==> src/rtl/adder_sum_serializer.sv <==
// Captures one wide adder sum and streams it out LSB-first as CHUNK_WIDTH chunks
// over valid/ready, accepting the next word on the edge that retires the last chunk.
module adder_sum_serializer #(
    parameter int unsigned SUM_WIDTH   = 128,
    parameter int unsigned CHUNK_WIDTH = 16
) (
    input  logic                   clk,
    input  logic                   rst,
    input  logic [SUM_WIDTH-1:0]   sum_in,
    input  logic                   sum_valid,
    output logic                   sum_ready,
    output logic [CHUNK_WIDTH-1:0] out_data,
    output logic                   out_valid,
    input  logic                   out_ready,
    output logic                   out_last,
    output logic                   busy
);

    localparam int unsigned NUM_CHUNKS  = (SUM_WIDTH + CHUNK_WIDTH - 1) / CHUNK_WIDTH;
    localparam int unsigned CNT_WIDTH   = (NUM_CHUNKS > 1) ? $clog2(NUM_CHUNKS) : 1;
    localparam int unsigned SHIFT_WIDTH = NUM_CHUNKS * CHUNK_WIDTH;
    localparam logic [CNT_WIDTH-1:0] LAST_IDX = CNT_WIDTH'(NUM_CHUNKS - 1);

    typedef enum logic {
        IDLE  = 1'b0,
        SHIFT = 1'b1
    } state_t;

    state_t                 state;
    state_t                 state_next;
    logic [SHIFT_WIDTH-1:0] shift_q;
    logic [CNT_WIDTH-1:0]   cnt_q;
    logic                   capture;
    logic                   accept;
    logic                   last;

    assign capture = sum_valid && sum_ready;
    assign accept  = out_valid && out_ready;

    // State register
    always_ff @(posedge clk or posedge rst) begin
        if (rst) begin
            state <= IDLE;
        end else begin
            state <= state_next;
        end
    end

    // Next-state logic
    always_comb begin
        state_next = state;
        case (state)
            IDLE: begin
                if (sum_valid) begin
                    state_next = SHIFT;
                end
            end
            SHIFT: begin
                if (accept && last) begin
                    state_next = sum_valid ? SHIFT : IDLE;
                end
            end
            default: state_next = IDLE;
        endcase
    end

    // Outputs derive from registers only; sum_ready also looks at out_ready so a
    // new word can land on the same edge the last chunk leaves.
    always_comb begin
        out_valid = (state == SHIFT);
        last      = (state == SHIFT) && (cnt_q == LAST_IDX);
        out_last  = last;
        busy      = (state == SHIFT);
        out_data  = shift_q[CHUNK_WIDTH-1:0];
        sum_ready = (state == IDLE) || (last && out_ready);
    end

    // Shift register and chunk counter
    always_ff @(posedge clk or posedge rst) begin
        if (rst) begin
            shift_q <= '0;
            cnt_q   <= '0;
        end else if (capture) begin
            shift_q <= SHIFT_WIDTH'(sum_in);
            cnt_q   <= '0;
        end else if (accept && !last) begin
            shift_q <= shift_q >> CHUNK_WIDTH;
            cnt_q   <= cnt_q + CNT_WIDTH'(1);
        end
    end

endmodule

==> config.mk <==
export PLATFORM = sky130hd
export DESIGN_NAME = adder_sum_serializer
export DESIGN_NICKNAME = d
export VERILOG_FILES = /design/src/rtl/adder_sum_serializer.sv
export SDC_FILE = /design/constraint.sdc
export NUM_CORES = 1
export LEC_CHECK = 0
export ABC_AREA = 1
export CORE_MARGIN = 2
export CORE_UTILIZATION = 45
export DETAILED_ROUTE_END_ITERATION = 8
export GPL_TIMING_DRIVEN = 0
export PLACE_DENSITY_LB_ADDON = 0.25
export SYNTH_ARGS = -nofsm -noshare
export SYNTH_HDL_FRONTEND = slang
export SYNTH_SLANG_ARGS = --single-unit
export TNS_END_PERCENT = 1
==> constraint.sdc <==
create_clock -name clk -period 3.93 [get_ports clk]
set_input_delay 0.393 -clock clk [delete_from_list [all_inputs] [get_ports clk]]
set_output_delay 0.393 -clock clk [all_outputs]
set_load 0.005 [all_outputs]
==> parameters.txt, run 1 <==
Parameter                              Value

Run status
  Status    complete, no violations

Setup path
  CP Depth    7
  Worst reg2reg path endpoint    shift_q[17]$_DFFE_PP0P_
  Kind of capture point of the worst setup path    primary output
  Setup slack of the most critical reg-to-reg path    1960 ps
  Worst-path fanout max    10
  Cell with the biggest individual delay on the critical path    sky130_fd_sc_hd__clkdlybuf4s50_1
  Series of cell instances along the critical path    ha_1 > ha_1 > nand2_1 > nand2_1 > buf_4 > buf_2 > clkdlybuf4s50_1
  Endpoint of the worst setup timing path    sum_ready
  Required time of the critical path    3540 ps
  Source of the worst register-to-register timing path    cnt_q[0]$_DFFE_PP0P_
  Slowest cell delay on critical path    540 ps
  Critical path start-end classification    reg -> out
  Kind of cell with the highest combined delay on the critical path    buffers and inverters
  Kind of start point of the critical path    register
  Bufs and invs on worst path    3
  WP data arrival    2440 ps
  FF-to-FF path depth    6
  CP startpoint    cnt_q[0]$_DFFE_PP0P_

Logic synthesis
  Adder-cell share of the synthesized area    0.3963%
  Warnings from Yosys    0
  Synth Area in XOR/XNOR    0%
  Yosys cell types    12
  Register area share after synthesis    52.31%
  Synth Cell Area    6315 um^2
  Synthesized instance count    768
  Synth area leader    sky130_fd_sc_hd__dfrtp_1
  Fraction of post-synthesis cell area in the top cell type by area    52.31%
  Top cells by area in the synthesized netlist    sky130_fd_sc_hd__dfrtp_1 (52%), sky130_fd_sc_hd__nand3_1 (27%), sky130_fd_sc_hd__nand2_1 (11%)
  Number of nets produced by synthesis    902
  Synthesized-area fraction occupied by ao, oa, aoi and oai cells    0%
  Mux share of post-synthesis cell area    0%
  Share of synthesized cell area in and, or, nand and nor gates    40.02%
  Dominant combinational cell family by area after synthesis    simple AND/OR/NAND/NOR gates
  Register bit count reported by yosys    132
  Per-instance average area after synthesis    8.222 um^2

Cells and area
  Fraction of layout instances using a drive strength above 1    9.168%
  Antenna fix cells    0
  Final core utilization    62.67%
  Layout net count    1073
  Area overhead of the layout relative to synthesis    36.70%

Die
  Total die area    15000 um^2
  Core region area    13770 um^2
  Initial Utilization    45.85%
  Number of core rows    43
  Height of the die    122.5 um
  Horiz. Die Dim    122.5 um
  I/O pin count    152

Power
  Switching share of power    31.80%
  Internal power summed over all cells    3560 uW
  VDD IR max    340.4 uV
  Combinational group share of total power    29.8%
  P_sw    1660 uW
  Total power draw    5220 uW
  Fraction of power consumed by the clock network    28.7%
  Portion of total power attributed to sequential cells    41.5%
  Static leakage    0.004134 uW
  Total power per unit cell area    604.8 nW/um^2

Global routing
  Wire length of the first global-routing pass    29010 um
  Largest net degree at the start of global routing    89
  Vias in the first global route    5855
  Total overflow reported by the global router    0
  Overall track demand over capacity in global routing    25.38%
  Initial antenna violation count    0

CTS
  Number of buffers inserted by post-CTS setup repair    0
  Count of clock tree sinks    132
  CTS Root Cell    sky130_fd_sc_hd__clkbuf_16
  Total of cells resized after clock tree synthesis    0
  Clock tree buffer depth    2
  Number of CTS-inserted buffers    17
  Hold_buf cts    0
  Clock network latency to the later pin of the worst-skew pair    420 ps
  Register clock-pin slew on the reported worst setup and hold paths    60 ps
  TritonCTS clock tree    yes
  H-tree depth reported by CTS    4

Route
  Antenna viol nets, final    0
  Routed wire length    18350 um
  Drt first pass iters    5
  Detail-routed via count per cell    5.422
  Via count of the routed design    6122
  DRC violation total after the first TritonRoute iteration    611
  Post-detailed-route wirelength per cell    16.25 um
  Remaining design rule violation count    0

Placement
  GPL Wtd Cong    0.8632
  Post-DP HPWL    13490 um
  Quantity of I/O buffers inserted on ports    151

Timing
  Post-Route Skew    6.946 ps
  Number of hold-slack violations in the final timing report    0
  Max_slew headroom    49.36%
  Actual slew at the worst max-slew pin    759.6 ps
  Final clock period utilization by the worst path    72.14%
  Final-report max-slew violation count    0
  Max Clk Rate    352.7 MHz
  Setup violators final    0
  Period minus WS final    2835 ps
  RSZ-0062 raised after global routing    no

Job
  Max capacitance violation total    0

Min path
  Type of the tightest min-delay check    in -> async
-- logic make-up (layout without fill, tap and decap cells) --
kind of cell / after synthesis / in the layout
adders and majority gates: 2 / 2
DFF: 132 / 132
and+or+nand+nor: 544 / 544
buffers and inverters: 90 / 271
-- metrics by stage --
stage | TNS [ps] | hold WS (ps) | cells | area [um^2] | setup slack [ps]
finish | 0 | 368.7 | 1129 | 8632 | 1095
global route | 0 | 416.9 | 1129 | 8632 | 983.1
CTS | 0 | 386.6 | 1129 | 8632 | 1078
detailed placement | 0 | 479.7 | 1100 | 8084 | 1353
global placement | -248120 | 470.9 | 1099 | 8051 | -1891
floorplan | 0 | 466.0 | 768 | 6315 | 10.95
-- power by group through the flow --
stage | combinational (uW) | clock, uW | sequential, uW
after CTS | 1570 | 1510 | 2160
after global routing | 1750 | 1570 | 2220
after floorplan | 1010 | 0 | 2080
after global placement | 1520 | 0 | 2160
final | 1560 | 1500 | 2160
after detailed placement | 1560 | 0 | 2180
-- flip-flops by register name, indices dropped and copies added (netlist names) --
| register | cells |
|---|---|
| busy | 1 |
| cnt_q | 3 |
| shift_q | 128 |
-- layer usage --
layer	up-vias	share of wire, %	global-route usage [%]
met2	243	48	41.60
li1	2951	-	-
met4	0	2.8	9.339
met5	-	0	0
met3	36	6.9	6.134
met1	2892	43	32.77
-- cell usage after synthesis --
library cell	count
sky130_fd_sc_hd__nand3b_1	15
sky130_fd_sc_hd__inv_1	3
sky130_fd_sc_hd__nor2_1	2
sky130_fd_sc_hd__clkbuf_1	24
sky130_fd_sc_hd__nand3_1	341
sky130_fd_sc_hd__dfrtp_1	132
sky130_fd_sc_hd__nand2_1	185
sky130_fd_sc_hd__buf_2	40
sky130_fd_sc_hd__ha_1	2
sky130_fd_sc_hd__buf_4	19
sky130_fd_sc_hd__nor2_2	1
sky130_fd_sc_hd__buf_1	4
-- cell type report --
type | instances | area, um^2
repair buffers | 152 | 1539
fillers | 1238 | 5141
clock buffers | 23 | 467.9
flip-flops and latches | 132 | 3303
clock inverters | 6 | 80.08
well taps | 180 | 225.2
inverters | 3 | 16.27
multi-input cells | 546 | 2552
plain buffers | 87 | 447.9
-- cell usage in the layout (no fill, tap or decap) --
cell type	n
sky130_fd_sc_hd__buf_1	4
sky130_fd_sc_hd__buf_16	1
sky130_fd_sc_hd__buf_2	40
sky130_fd_sc_hd__buf_4	19
sky130_fd_sc_hd__bufinv_16	2
sky130_fd_sc_hd__clkbuf_1	28
sky130_fd_sc_hd__clkbuf_16	17
sky130_fd_sc_hd__clkbuf_8	2
sky130_fd_sc_hd__clkdlybuf4s50_1	151
sky130_fd_sc_hd__clkinv_2	4
sky130_fd_sc_hd__dfrtp_1	132
sky130_fd_sc_hd__ha_1	2
sky130_fd_sc_hd__inv_1	2
sky130_fd_sc_hd__inv_6	1
sky130_fd_sc_hd__nand2_1	185
sky130_fd_sc_hd__nand3_1	341
sky130_fd_sc_hd__nand3b_1	15
sky130_fd_sc_hd__nor2_1	2
sky130_fd_sc_hd__nor2_2	1
-- worst min path at each step --
stage	startpoint	endpoint	slack (ps)
after floorplan	shift_q[39]$_DFFE_PP0P_	shift_q[23]$_DFFE_PP0P_	470
after global placement	shift_q[116]$_DFFE_PP0P_	shift_q[100]$_DFFE_PP0P_	470
after detailed placement	shift_q[31]$_DFFE_PP0P_	shift_q[15]$_DFFE_PP0P_	480
after CTS	rst	shift_q[30]$_DFFE_PP0P_	390
after global routing	rst	shift_q[30]$_DFFE_PP0P_	420
final	rst	shift_q[9]$_DFFE_PP0P_	370
No activity file was read; power rests on OpenSTA's default activity.
==> inputs of run 2 (changes only) <==
clock period = 2.3 ns   (was 3.93 ns; I/O delays follow)
==> parameters.txt, run 2 (same netlist as run 1, synthesis figures left out) <==
Parameter                              Value

Cells and area
  Final instance area    8775 um^2
  Area used by multi-input combinational logic    2565 um^2
  Largest register by flop count    shift_q
  Area overhead of the layout relative to synthesis    38.95%
  Fraction of layout instances using a drive strength above 1    10.27%
  Antenna fix cells    0
  Max FFs per register    128
  Leading cell types in the layout, fill and taps excluded    sky130_fd_sc_hd__nand3_1 (341), sky130_fd_sc_hd__nand2_1 (183), sky130_fd_sc_hd__clkdlybuf4s50_1 (151), sky130_fd_sc_hd__dfrtp_1 (132), sky130_fd_sc_hd__buf_2 (39)
  Seq. cell area    3303 um^2
  Most common cell after layout, fill and taps aside    sky130_fd_sc_hd__nand3_1
  Layout net count    1075
  Filler Cell Count    1227

Setup path
  Kind of capture point of the worst setup path    primary output
  Cell with the biggest individual delay on the critical path    sky130_fd_sc_hd__clkdlybuf4s50_1
  Required time of the critical path    2070 ps
  Worst-path fanout max    5
  Endpoint of the worst setup timing path    sum_ready
  Kind of start point of the critical path    register
  WP data arrival    1960 ps
  Critical path start-end classification    reg -> out
  Source of the worst register-to-register timing path    cnt_q[0]$_DFFE_PP0P_
  Series of cell instances along the critical path    ha_1 > ha_2 > nand2_2 > nand2_4 > buf_12 > clkdlybuf4s50_1
  FF-to-FF path depth    9
  Setup slack of the most critical reg-to-reg path    300 ps
  CP startpoint    cnt_q[0]$_DFFE_PP0P_
  Slowest cell delay on critical path    440 ps
  Worst reg2reg path endpoint    shift_q[72]$_DFFE_PP0P_

Route
  Detail-routed via count per cell    5.407
  Highest metal used    met4
  Routed wire length    18760 um
  DRC violation total after the first TritonRoute iteration    574
  Sum of met2 wire segment lengths after detailed routing    9128 um
  Antenna viol nets, final    0
  Routed metal-1 wirelength    7777 um
  Post-detailed-route wirelength per cell    16.54 um
  Via count of the routed design    6132
  Detail Route met3 WL    1413 um
  Remaining design rule violation count    0
  Drt first pass iters    5

CTS
  CTS Root Cell    sky130_fd_sc_hd__clkbuf_16
  Count of clock tree sinks    132
  Register clock-pin slew on the reported worst setup and hold paths    60 ps
  Clock tree buffer depth    2
  Number of CTS-inserted buffers    17
  TritonCTS clock tree    yes
  Clock network latency to the later pin of the worst-skew pair    420 ps
  H-tree depth reported by CTS    4

Timing
  Max_slew headroom    49.34%
  Post-Route Skew    6.448 ps
  Final-report max-slew violation count    0
  Number of hold-slack violations in the final timing report    0
  Final clock period utilization by the worst path    95.26%
  Period minus WS final    2191 ps
  RSZ-0062 raised after global routing    no
  Max Clk Rate    456.4 MHz
  Setup_tns    0 ps
  Smallest setup slack after layout    109.0 ps
  Actual slew at the worst max-slew pin    759.8 ps
  Setup violators final    0
  Post-Route Hold Slack    258.1 ps

Job
  Max capacitance violation total    0

Power
  Total power draw    9268 uW
  Portion of total power attributed to sequential cells    40.0%
  Switching share of power    31.46%
  Internal power summed over all cells    6352 uW
  Total power per unit cell area    1056 nW/um^2
  VDD IR max    532.6 uV
  Fraction of power consumed by the clock network    31.0%
  P_sw    2916 uW
  Static leakage    0.004183 uW
  Combinational group share of total power    29.0%

Die
  Height of the die    122.5 um
  Core region area    13770 um^2
  Total die area    15000 um^2
  Number of core rows    43
  Initial Utilization    45.85%
  Horiz. Die Dim    122.5 um
  I/O pin count    152

Global routing
  Wire length of the first global-routing pass    29460 um
  Initial antenna violation count    0
  Overall track demand over capacity in global routing    25.84%
  Largest net degree at the start of global routing    42
  Vias in the first global route    5840
  Total overflow reported by the global router    0

Placement
  Post-DP HPWL    13700 um
  Post-placement cell area    8115 um^2
  GPL Wtd Cong    0.8639
  Setup Slack @ Placement    62.23 ps
  Quantity of I/O buffers inserted on ports    151

Run status
  Status    complete, no violations

Min path
  Type of the tightest min-delay check    in -> async
[run 2: changes by cell type in the layout (fill, tap and decap cells not counted), sizes merged]
cell / delta
buf: +2
bufinv: +1
clkbuf: +1
clkinv: -1
clkinvlp: +3
inv: -1
[run 2: power by group through the flow]
| stage | Combinational (uW) | Sequential, uW | Clock (uW) |
|---|---|---|---|
| after floorplan | 1730 | 3560 | 0 |
| after global placement | 2600 | 3700 | 0 |
| after detailed placement | 2660 | 3730 | 0 |
| after CTS | 2710 | 3700 | 2890 |
| after global routing | 3010 | 3800 | 2990 |
| final | 2690 | 3710 | 2870 |
[run 2: timing repair]
action | in CTS | in global routing
setup endpoints to repair | 1 | 1
setup buffers | 1 | 0
hold buffers | 0 | 0
resized for setup | 4 | 3
[run 2: routing by layer]
| layer | vias up | GRT usage [%] |
|---|---|---|
| met5 | - | 0 |
| met4 | 0 | 8.980 |
| met3 | 32 | 5.669 |
| met2 | 251 | 42.36 |
| met1 | 2897 | 33.94 |
| li1 | 2952 | - |
[run 2: critical path, delay by kind of cell, from the launching register on]
family        cells  cell delay, ps
fa+ha+maj         2             400
buf+inv           2             580
flops             1             400
simple gates      2             170
[run 2: how the worst min path moves through the flow]
| stage | end | slack (ps) | cells past startpoint | startpoint |
|---|---|---|---|---|
| floorplan | shift_q[119]$_DFFE_PP0P_ | 380 | 2 | sum_in[119] |
| global placement | shift_q[100]$_DFFE_PP0P_ | 470 | 2 | shift_q[116]$_DFFE_PP0P_ |
| detailed placement | shift_q[72]$_DFFE_PP0P_ | 480 | 2 | shift_q[88]$_DFFE_PP0P_ |
| CTS | shift_q[30]$_DFFE_PP0P_ | 270 | 2 | rst |
| global route | shift_q[29]$_DFFE_PP0P_ | 310 | 2 | rst |
| finish | shift_q[30]$_DFFE_PP0P_ | 260 | 2 | rst |
[run 2: final cells by class]
type                            count  share of cell area (%)
Clock buffer                       24                   5.832
Inverter                            3                  0.1711
Multi-Input combinational cell    546                   29.23
Clock inverter                      8                   1.369
Buffer                             86                   5.190
Sequential cell                   132                   37.64
Timing Repair Buffer              155                   18.00
Tap cell                          180                   2.567
[run 2: stage by stage]
step	util, %	instances
floorplan	-	768
global placement	58.48	1099
detailed placement	58.92	1102
CTS	63.64	1134
global route	63.71	1134
finish	63.71	1134
